===== config.mk =====
export PLATFORM = sky130hd
export DESIGN_NAME = score_award_queue
export DESIGN_NICKNAME = d
export VERILOG_FILES = /design/src/rtl/score_pkg.sv /design/src/rtl/hit_counter.sv /design/src/rtl/score_award_queue.sv
export SDC_FILE = /design/constraint.sdc
export NUM_CORES = 1
export LEC_CHECK = 0
export ABC_CLOCK_PERIOD_IN_PS = 7070
export BUFFER_PORTS_ARGS = -buffer_cell sky130_fd_sc_hd__buf_2
export CORE_ASPECT_RATIO = 1.75
export CORE_MARGIN = 2
export CORE_UTILIZATION = 65
export CTS_CLUSTER_SIZE = 24
export DETAILED_ROUTE_END_ITERATION = 8
export PLACE_DENSITY = 0.87
export SYNTH_ARGS = -nofsm -noshare
export SYNTH_HDL_FRONTEND = slang
export SYNTH_SLANG_ARGS = --single-unit

===== constraint.sdc =====
create_clock -name clk -period 7.07 [get_ports clk]
set_input_delay 0.3535 -clock clk [delete_from_list [all_inputs] [get_ports clk]]
set_output_delay 0.3535 -clock clk [all_outputs]
set_load 0.005 [all_outputs]

===== src/rtl/score_pkg.sv =====
// Shared types and point table for the score award path.
package score_pkg;

    typedef enum logic [1:0] {
        LARGE  = 2'd0,
        MEDIUM = 2'd1,
        SMALL  = 2'd2,
        SAUCER = 2'd3
    } hit_kind_t;

    typedef logic [3:0] bcd_digit_t;
    typedef bcd_digit_t [2:0] bcd_pts_t;

    typedef enum logic [1:0] {
        S_IDLE  = 2'd0,
        S_ISSUE = 2'd1,
        S_WAIT  = 2'd2
    } award_state_t;

    localparam int N_KINDS = 4;

    // Indexed by hit_kind_t; low three BCD digits of the award.
    localparam bcd_pts_t KIND_POINTS [N_KINDS] = '{12'h020, 12'h050, 12'h100, 12'h200};

endpackage


===== src/rtl/hit_counter.sv =====
// Saturating pending-hit counter: adds a per-cycle popcount, subtracts one award.
// o_ovf pulses in any cycle where saturation discards hits.
module hit_counter #(
    parameter int CNT_W = 6,
    parameter int INC_W = 3
) (
    input  logic             i_clk,
    input  logic             i_rst,
    input  logic             i_clear,
    input  logic [INC_W-1:0] i_inc,
    input  logic             i_dec,
    output logic [CNT_W-1:0] o_cnt,
    output logic             o_ovf
);

    localparam int SUM_W = ((CNT_W > INC_W) ? CNT_W : INC_W) + 1;
    localparam logic [SUM_W-1:0] MAX_V = SUM_W'((1 << CNT_W) - 1);

    logic [CNT_W-1:0] r_cnt;
    logic [SUM_W-1:0] w_next;

    // i_dec is only asserted for a nonzero count, so this never wraps below zero.
    assign w_next = SUM_W'(r_cnt) + SUM_W'(i_inc) - SUM_W'(i_dec);
    assign o_ovf  = !i_clear && (w_next > MAX_V);

    always_ff @(posedge i_clk or posedge i_rst) begin
        if (i_rst) begin
            r_cnt <= '0;
        end else if (i_clear) begin
            r_cnt <= '0;
        end else if (o_ovf) begin
            r_cnt <= MAX_V[CNT_W-1:0];
        end else begin
            r_cnt <= w_next[CNT_W-1:0];
        end
    end

    assign o_cnt = r_cnt;

endmodule


===== src/rtl/score_award_queue.sv =====
// Buffers per-kind hit counts and issues one BCD award at a time on sum, then GAP idle cycles.
// Hit-to-sum latency is two edges when idle; sum is registered and zero outside ISSUE.
module score_award_queue
    import score_pkg::*;
#(
    parameter int DIGITS = 4,
    parameter int N_SRC  = 4,
    parameter int CNT_W  = 6,
    parameter int GAP    = 1
) (
    input  logic                    clk,
    input  logic                    reset,
    input  logic [N_SRC-1:0]        hit_valid,
    input  logic [N_SRC-1:0][1:0]   hit_kind,
    input  logic                    clear,
    output logic [DIGITS-1:0][3:0]  sum,
    output logic                    busy,
    output logic                    overflow
);

    localparam int INC_W = $clog2(N_SRC + 1);
    localparam logic [3:0] GAP_LOAD = (GAP > 0) ? 4'(GAP - 1) : 4'd0;

    logic [N_KINDS-1:0][INC_W-1:0] w_inc;
    logic [N_KINDS-1:0][CNT_W-1:0] w_cnt;
    logic [N_KINDS-1:0]            w_nz;
    logic [N_KINDS-1:0]            w_dec;
    logic [N_KINDS-1:0]            w_ovf;
    hit_kind_t                     w_sel;
    logic                          w_award;
    award_state_t                  r_state;
    award_state_t                  w_state_nxt;
    logic [3:0]                    r_gap;
    logic [3:0]                    w_gap_nxt;
    logic [DIGITS-1:0][3:0]        r_sum;
    logic [DIGITS-1:0][3:0]        w_sum_nxt;
    logic                          r_overflow;

    always_comb begin
        w_inc = '0;
        for (int k = 0; k < N_KINDS; k++) begin
            for (int s = 0; s < N_SRC; s++) begin
                if (hit_valid[s] && (hit_kind[s] == 2'(k))) begin
                    w_inc[k] = w_inc[k] + INC_W'(1);
                end
            end
        end
    end

    for (genvar k = 0; k < N_KINDS; k++) begin : g_cnt
        hit_counter #(
            .CNT_W (CNT_W),
            .INC_W (INC_W)
        ) u_cnt (
            .i_clk   (clk),
            .i_rst   (reset),
            .i_clear (clear),
            .i_inc   (w_inc[k]),
            .i_dec   (w_dec[k]),
            .o_cnt   (w_cnt[k]),
            .o_ovf   (w_ovf[k])
        );
        assign w_nz[k] = |w_cnt[k];
    end

    // Ascending scan: the highest nonzero kind is the last one written.
    always_comb begin
        w_sel = LARGE;
        for (int k = 0; k < N_KINDS; k++) begin
            if (w_nz[k]) begin
                w_sel = hit_kind_t'(2'(k));
            end
        end
    end

    // The final WAIT cycle doubles as an idle decision point, giving GAP+1 award spacing.
    always_comb begin
        w_state_nxt = S_IDLE;
        w_gap_nxt   = '0;
        w_sum_nxt   = '0;
        w_dec       = '0;
        w_award     = 1'b0;
        case (r_state)
            S_IDLE:  w_award = |w_nz;
            S_ISSUE: w_award = (GAP == 0) && (|w_nz);
            S_WAIT:  w_award = (r_gap == 4'd0) && (|w_nz);
            default: w_award = 1'b0;
        endcase
        if (w_award) begin
            w_state_nxt    = S_ISSUE;
            w_dec[w_sel]   = 1'b1;
            w_sum_nxt[2:0] = KIND_POINTS[w_sel];
        end else if ((r_state == S_ISSUE) && (GAP > 0)) begin
            w_state_nxt = S_WAIT;
            w_gap_nxt   = GAP_LOAD;
        end else if ((r_state == S_WAIT) && (r_gap != 4'd0)) begin
            w_state_nxt = S_WAIT;
            w_gap_nxt   = r_gap - 4'd1;
        end
    end

    always_ff @(posedge clk or posedge reset) begin
        if (reset) begin
            r_state    <= S_IDLE;
            r_gap      <= '0;
            r_sum      <= '0;
            r_overflow <= 1'b0;
        end else if (clear) begin
            r_state    <= S_IDLE;
            r_gap      <= '0;
            r_sum      <= '0;
            r_overflow <= 1'b0;
        end else begin
            r_state    <= w_state_nxt;
            r_gap      <= w_gap_nxt;
            r_sum      <= w_sum_nxt;
            r_overflow <= r_overflow | (|w_ovf);
        end
    end

    assign sum      = r_sum;
    assign busy     = (|w_nz) || (r_state != S_IDLE);
    assign overflow = r_overflow;

endmodule

Yosys cells after proc, flatten, opt, wreduce, memory -nomap -nowiden
Index checks and enable logic that the tools add are counted.

Register bits after elaboration: 47. Output and inout bits: 18. Logic and storage cells: 138.

Eq/ne operators: 14. Bitwise gates (word level): 2. Add/subtract/negate cells: 21. Order comparisons: 7. Mux-type cells: 45. Reduce and logical (&&, ||, !) cells: 38.

Operators by type and width (number): $mux W12 (4); $mux W6 (8); $add A3 B1 Y3 const B (12); $mux W3 (12); $add A6 B3 Y7 (4); $gt A7 B6 Y1 const B (4); $sub A7 B1 Y7 (4); $bmux W12 S2 (1); $reduce_or A24 Y1 (1); $logic_and A1 B1 Y1 (23); $mux W4 (5); $eq A2 B2 Y1 const B (9); $reduce_or A6 Y1 (3); $mux W2 (6); $eq A2 B1 Y1 const B (5); $logic_not A2 Y1 (5); $mux W1 (7); $logic_not A4 Y1 (1); $reduce_bool A4 Y1 (1); $reduce_or A4 Y1 (1); $sub A4 B1 Y4 const B (1); $ge A3 B3 Y1 const B (1); $lt A2 B3 Y1 const B (1); $not A2 Y3 (1); 7 further kinds (7).

Depth between registers and ports, before layout
Depth in word-level cells: 16. Mapped depth: 17. Gate-level depth less buffers: 17.

Modules after synthesis
A second synthesis with hierarchy kept.

Cells, all modules: 408. Area, all modules: 3539.6 um^2.

By module, submodules not included: hit_counter (cells each 67, instances 4, area an instance 578.1 um^2); score_award_queue (cells each 140, instances 1, area an instance 1227.4 um^2).

Least setup slack after synthesis
No wires, ideal clock.

Kind: input -> register. From: input port hit_kind[2] (netlist name). To: register r_overflow, in the netlist overflow. Required time: 6916 ps. Setup time: 154 ps. Arrival time: 3343 ps. Buffers on the path: 0. Cell stages on the path: 14. Setup slack: 3573 ps. Cells stage by stage: or3b_2 > inv_1 > ha_1 > xor2_1 > ha_1 > mux2i_1 > ha_1 > inv_1 > fa_1 > a211oi_1 > o21bai_1 > a21oi_1 > xnor2_1 > a41oi_1.

Cells in the longest elaborated chain, start to end: 14. Elaborated cells on any way between the ends: 47. Classes of those cells: add/sub: 16; order compare: 4; eq/ne: 3; mux: 13; bitwise: 1; reduce/logical: 10.

Ends and longest elaborated chain: from (decl) (line score_award_queue.sv:14) `input logic [N_SRC-1:0][1:0] hit_kind,`; $eq A2 B1 Y1 (tied with other cells) (line score_award_queue.sv:43) `if (hit_valid[s] && (hit_kind[s] == 2'(k))) begin`; $logic_and A1 B1 Y1 (line score_award_queue.sv:43); $mux W3 (line score_award_queue.sv:43); $add A3 B1 Y3 (line score_award_queue.sv:44) `w_inc[k] = w_inc[k] + INC_W'(1);`; $mux W3 (line score_award_queue.sv:43); $add A3 B1 Y3 (line score_award_queue.sv:44); $mux W3 (line score_award_queue.sv:43); $add A6 B3 Y7 (line hit_counter.sv:23) `assign w_next = SUM_W'(r_cnt) + SUM_W'(i_inc) - SUM_W'(i_dec);`; $sub A7 B1 Y7 (line hit_counter.sv:23); $gt A7 B6 Y1 (line hit_counter.sv:24) `assign o_ovf = !i_clear && (w_next > MAX_V);`; $logic_and A1 B1 Y1 (line hit_counter.sv:24); $reduce_or A4 Y1 * (line score_award_queue.sv:117) `r_overflow <= r_overflow | (|w_ovf);`; $or A1 B1 Y1 * (line score_award_queue.sv:117); $mux W1 * (line score_award_queue.sv:108) `end else if (clear) begin`; to (signal assigned) (line score_award_queue.sv:117); to (decl) (line score_award_queue.sv:37) `logic r_overflow;`.

Every way passes the cells marked *; elsewhere a longest branch is shown, timed or not.

Final worst setup path
From: register g_cnt[3].u_cnt.r_cnt[5]. To: register r_overflow, in the netlist overflow.

Cells in the longest elaborated chain, start to end: 13. Elaborated cells on any way between the ends: 27. Classes of those cells: add/sub: 5; order compare: 6; mux: 6; bitwise: 1; reduce/logical: 9.

Ends and longest elaborated chain: from (decl) (line hit_counter.sv:19) `logic [CNT_W-1:0] r_cnt;`; from (signal assigned) (line hit_counter.sv:32) `r_cnt <= MAX_V[CNT_W-1:0];`; from (signal assigned) (line hit_counter.sv:34) `r_cnt <= w_next[CNT_W-1:0];`; $reduce_or A6 Y1 (line score_award_queue.sv:63) `assign w_nz[k] = |w_cnt[k];`; $mux W2 (line score_award_queue.sv:70) `if (w_nz[k]) begin`; $lt A2 B3 Y1 (implied by the code) or $ge A2 B1 Y1 (tied branches) (line score_award_queue.sv:91) `w_dec[w_sel] = 1'b1;`; $logic_and A1 B1 Y1 (implied by the code) (line score_award_queue.sv:91); $mux W1 (implied by the code) (line score_award_queue.sv:91); $demux W1 S2 (line score_award_queue.sv:91); $mux W4 (line score_award_queue.sv:89) `if (w_award) begin`; $sub A7 B1 Y7 (line hit_counter.sv:23); $gt A7 B6 Y1 (line hit_counter.sv:24); $logic_and A1 B1 Y1 (line hit_counter.sv:24); $reduce_or A4 Y1 * (line score_award_queue.sv:117); $or A1 B1 Y1 * (line score_award_queue.sv:117); $mux W1 * (line score_award_queue.sv:108).

Marked as above.

==> summary.txt <==
Cells and area
  – Most frequent cells in the layout: inv_1 (66), ha_1 (54), a21oi_1 (40)
  – Commonest non-fill, non-tap cell in the layout: inv_1
  – Final Core Density: 0.726
  – Fillers: 373
  – Nets@finish: 465
  – Antenna Cells: 0
  – Share of layout cells above drive strength 1: 0.0916
  – Area growth syn-to-layout: 6.55%
  – Final instance area: 3420 um^2

Global route
  – Gr usage total: 0.239
  – Largest net degree at the start of global routing: 36
  – Initial antenna violation count: 0
  – First-pass GRT wire length: 10.7 mm
  – Vias in the first global route: 2600
  – Congestion Overflow GR: 0

CTS
  – CTS H-tree lvls: 2
  – CTS Buffer Depth: 2
  – CTS tree: yes
  – CTS Sinks: 35
  – Post-CTS Resized: 0
  – CTS Buf Count: 5
  – Setup Buffers After CTS: 0
  – Clk pin slew, worst setup/hold paths: 0.07 ns
  – Worst-Skew Late Latency: 0.29 ns
  – CTS root buf: clkbuf_8
  – # hold bufs at CTS: 0

Detailed routing
  – Pre-Repair DR Iteration Count: 4
  – Vias per inst: 5.56
  – Initial DRC Count: 68
  – WL/cell: 13.5 um
  – Routed Antenna Nets: 0
  – Detailed Route WL: 6.02 mm
  – DRC violations left: 0
  – Routed via count: 2475

Floorplan
  – Core area: 4710 um^2
  – Initial Util: 0.682
  – Rows: 33
  – Die height: 96.9 um
  – Top-level I/O count: 33
  – DIE AREA: 5540 um^2
  – Die X: 57.1 um

Worst setup path
  – Critical path peak fanout: 7
  – Reg2Reg Launch Point: g_cnt[3].u_cnt.o_cnt[5]
  – Critical path required time: 7.19 ns
  – Worst reg2reg path depth: 15
  – Worst setup SP type: flip-flop
  – CP Class: reg -> reg
  – CP Capture Type: flip-flop
  – Reg2reg end: overflow
  – Crit path DAT: 3.74 ns
  – Reg2reg setup slack: 3.45 ns

Run
  – Maxcap violations: 0

STA
  – Fin Setup TNS: 0 ns
  – Worst-margin pin slew: 0.717 ns
  – Final setup viols: 0
  – Max Fclk: 0.276 GHz
  – Skew final: 0.00452 ns
  – Unrepaired setup endpoints after global routing: no
  – Relative slew margins: 0.518
  – Final hold violation count: 0
  – Slew Viols, Final: 0
  – Min cycle time layout: 3.62 ns
  – Hold Slack: 0.147 ns
  – Fin crit share: 0.512

Worst hold path
  – Hold crit path type: in -> async

Synth
  – Synth warn: 0
  – Top cells by area, synth: dfrtp_1 (27%), ha_1 (21%), inv_1 (7.7%)
  – Synth top area share: 0.273
  – EDFF count, synth: 0
  – Leading area contributor after synthesis: dfrtp_1
  – Synth Register Bits: 35
  – Async SR Flop Fraction: 1.00
  – Post-synthesis sequential area ratio: 0.273
  – Post-Synthesis Cells: 369
  – Mapped Avg Cell Area: 8.69 um^2
  – Mapped cell area: 3210 um^2
  – Distinct cells, synth: 37
  – Most used DFF post-synth: dfrtp_1

Place
  – DP HPWL: 4.77 mm
  – I/O Buffers: 21
  – Placement Cell Area: 3320 um^2
  – Final Wtd Congestion: 0.811

Status
  – Outcome: complete, no violations

Pwr
  – Peak supply drop: 0.000366 V
  – Pwr Total: 1490 uW
  – Pleak: 0.00180 uW
  – PD cells: 436 nW/um^2
## metrics by stage
step           std cells  worst slack, ns
2_1_floorplan        379             3.57
3_3_place_gp         437             3.34
3_5_place_dp         437             3.21
4_1_cts              445             3.44
5_1_grt              445             3.17
6_report             445             3.45
## final cells by class
cell class	count	area [um^2]	share of cell area
clock buffer	8	100	0.0293
inverter	66	248	0.0725
multi-input combinational	262	2020	0.590
sequential	35	876	0.256
tap	52	65.1	0.0190
timing repair buffer	22	113	0.0329
## synthesized netlist by cell type, drive strengths merged, types with 2 or more instances
library cell	count
and2	2
nor2	18
xnor2	17
clkbuf	4
fa	4
dfrtp	35
or3b	2
a21oi	40
nand2	13
and3	2
o21bai	6
nand3	9
xor2	15
and3b	3
mux2i	4
ha	54
buf	12
nor3b	6
inv	66
a21o	9
nor3	9
nand3b	5
nand4b	2
a211oi	9
or4	2
o21ai	13
## where the power goes
| group | internal (uW) | total (uW) | switching, uW |
|---|---|---|---|
| Combinational | 437 | 1010 | 572 |
| Sequential | 275 | 324 | 48.3 |
| Clock | 88.8 | 157 | 68.4 |
| Total | 801 | 1490 | 689 |
## state kept, by name (all words and copies together), names as in the netlist
signal,cells
r_state,2
overflow,1
r_gap,4
sum,4
g_cnt.u_cnt.o_cnt,24
## metal layers
metal,wire [um],track usage
met4,86,0.0608
met3,161,0.0388
met1,2220,0.250
met2,3550,0.469
met5,0,0
## kinds of logic after synthesis
logic type,share of synthesized area
adder cells (fa/ha/maj),0.236
AND/OR/NAND/NOR,0.136
buffers and inverters,0.110
AO/OA/AOI/OAI,0.145
XOR/XNOR,0.0874
multiplexers,0.0125
flip-flops,0.273
other,0.00117
## worst max path at each step
stage | start | endpoint | cells after the start | slack, ns
after CTS | g_cnt[3].u_cnt.o_cnt[5] | overflow | 15 | 3.44
after detailed placement | hit_kind[2] | overflow | 15 | 3.21
after global placement | hit_kind[2] | overflow | 15 | 3.34
after global routing | g_cnt[3].u_cnt.o_cnt[5] | overflow | 15 | 3.17
final | g_cnt[3].u_cnt.o_cnt[5] | overflow | 15 | 3.45
after floorplan | hit_kind[2] | overflow | 14 | 3.57
## worst max-delay path: stages, from the launching register on
cell and delay [ns]:
dfrtp_1 0.40, inv_1 0.08, ha_1 0.15, and4_1 0.27, nand2_1 0.09, or3b_2 0.47
nor2_1 0.15, ha_1 0.15, inv_1 0.04, ha_1 0.21, fa_1 0.42, a211oi_1 0.25
o21bai_1 0.10, a21oi_1 0.20, xnor2_1 0.28, a41oi_1 0.18
No activity file was read; power rests on OpenSTA's default activity.
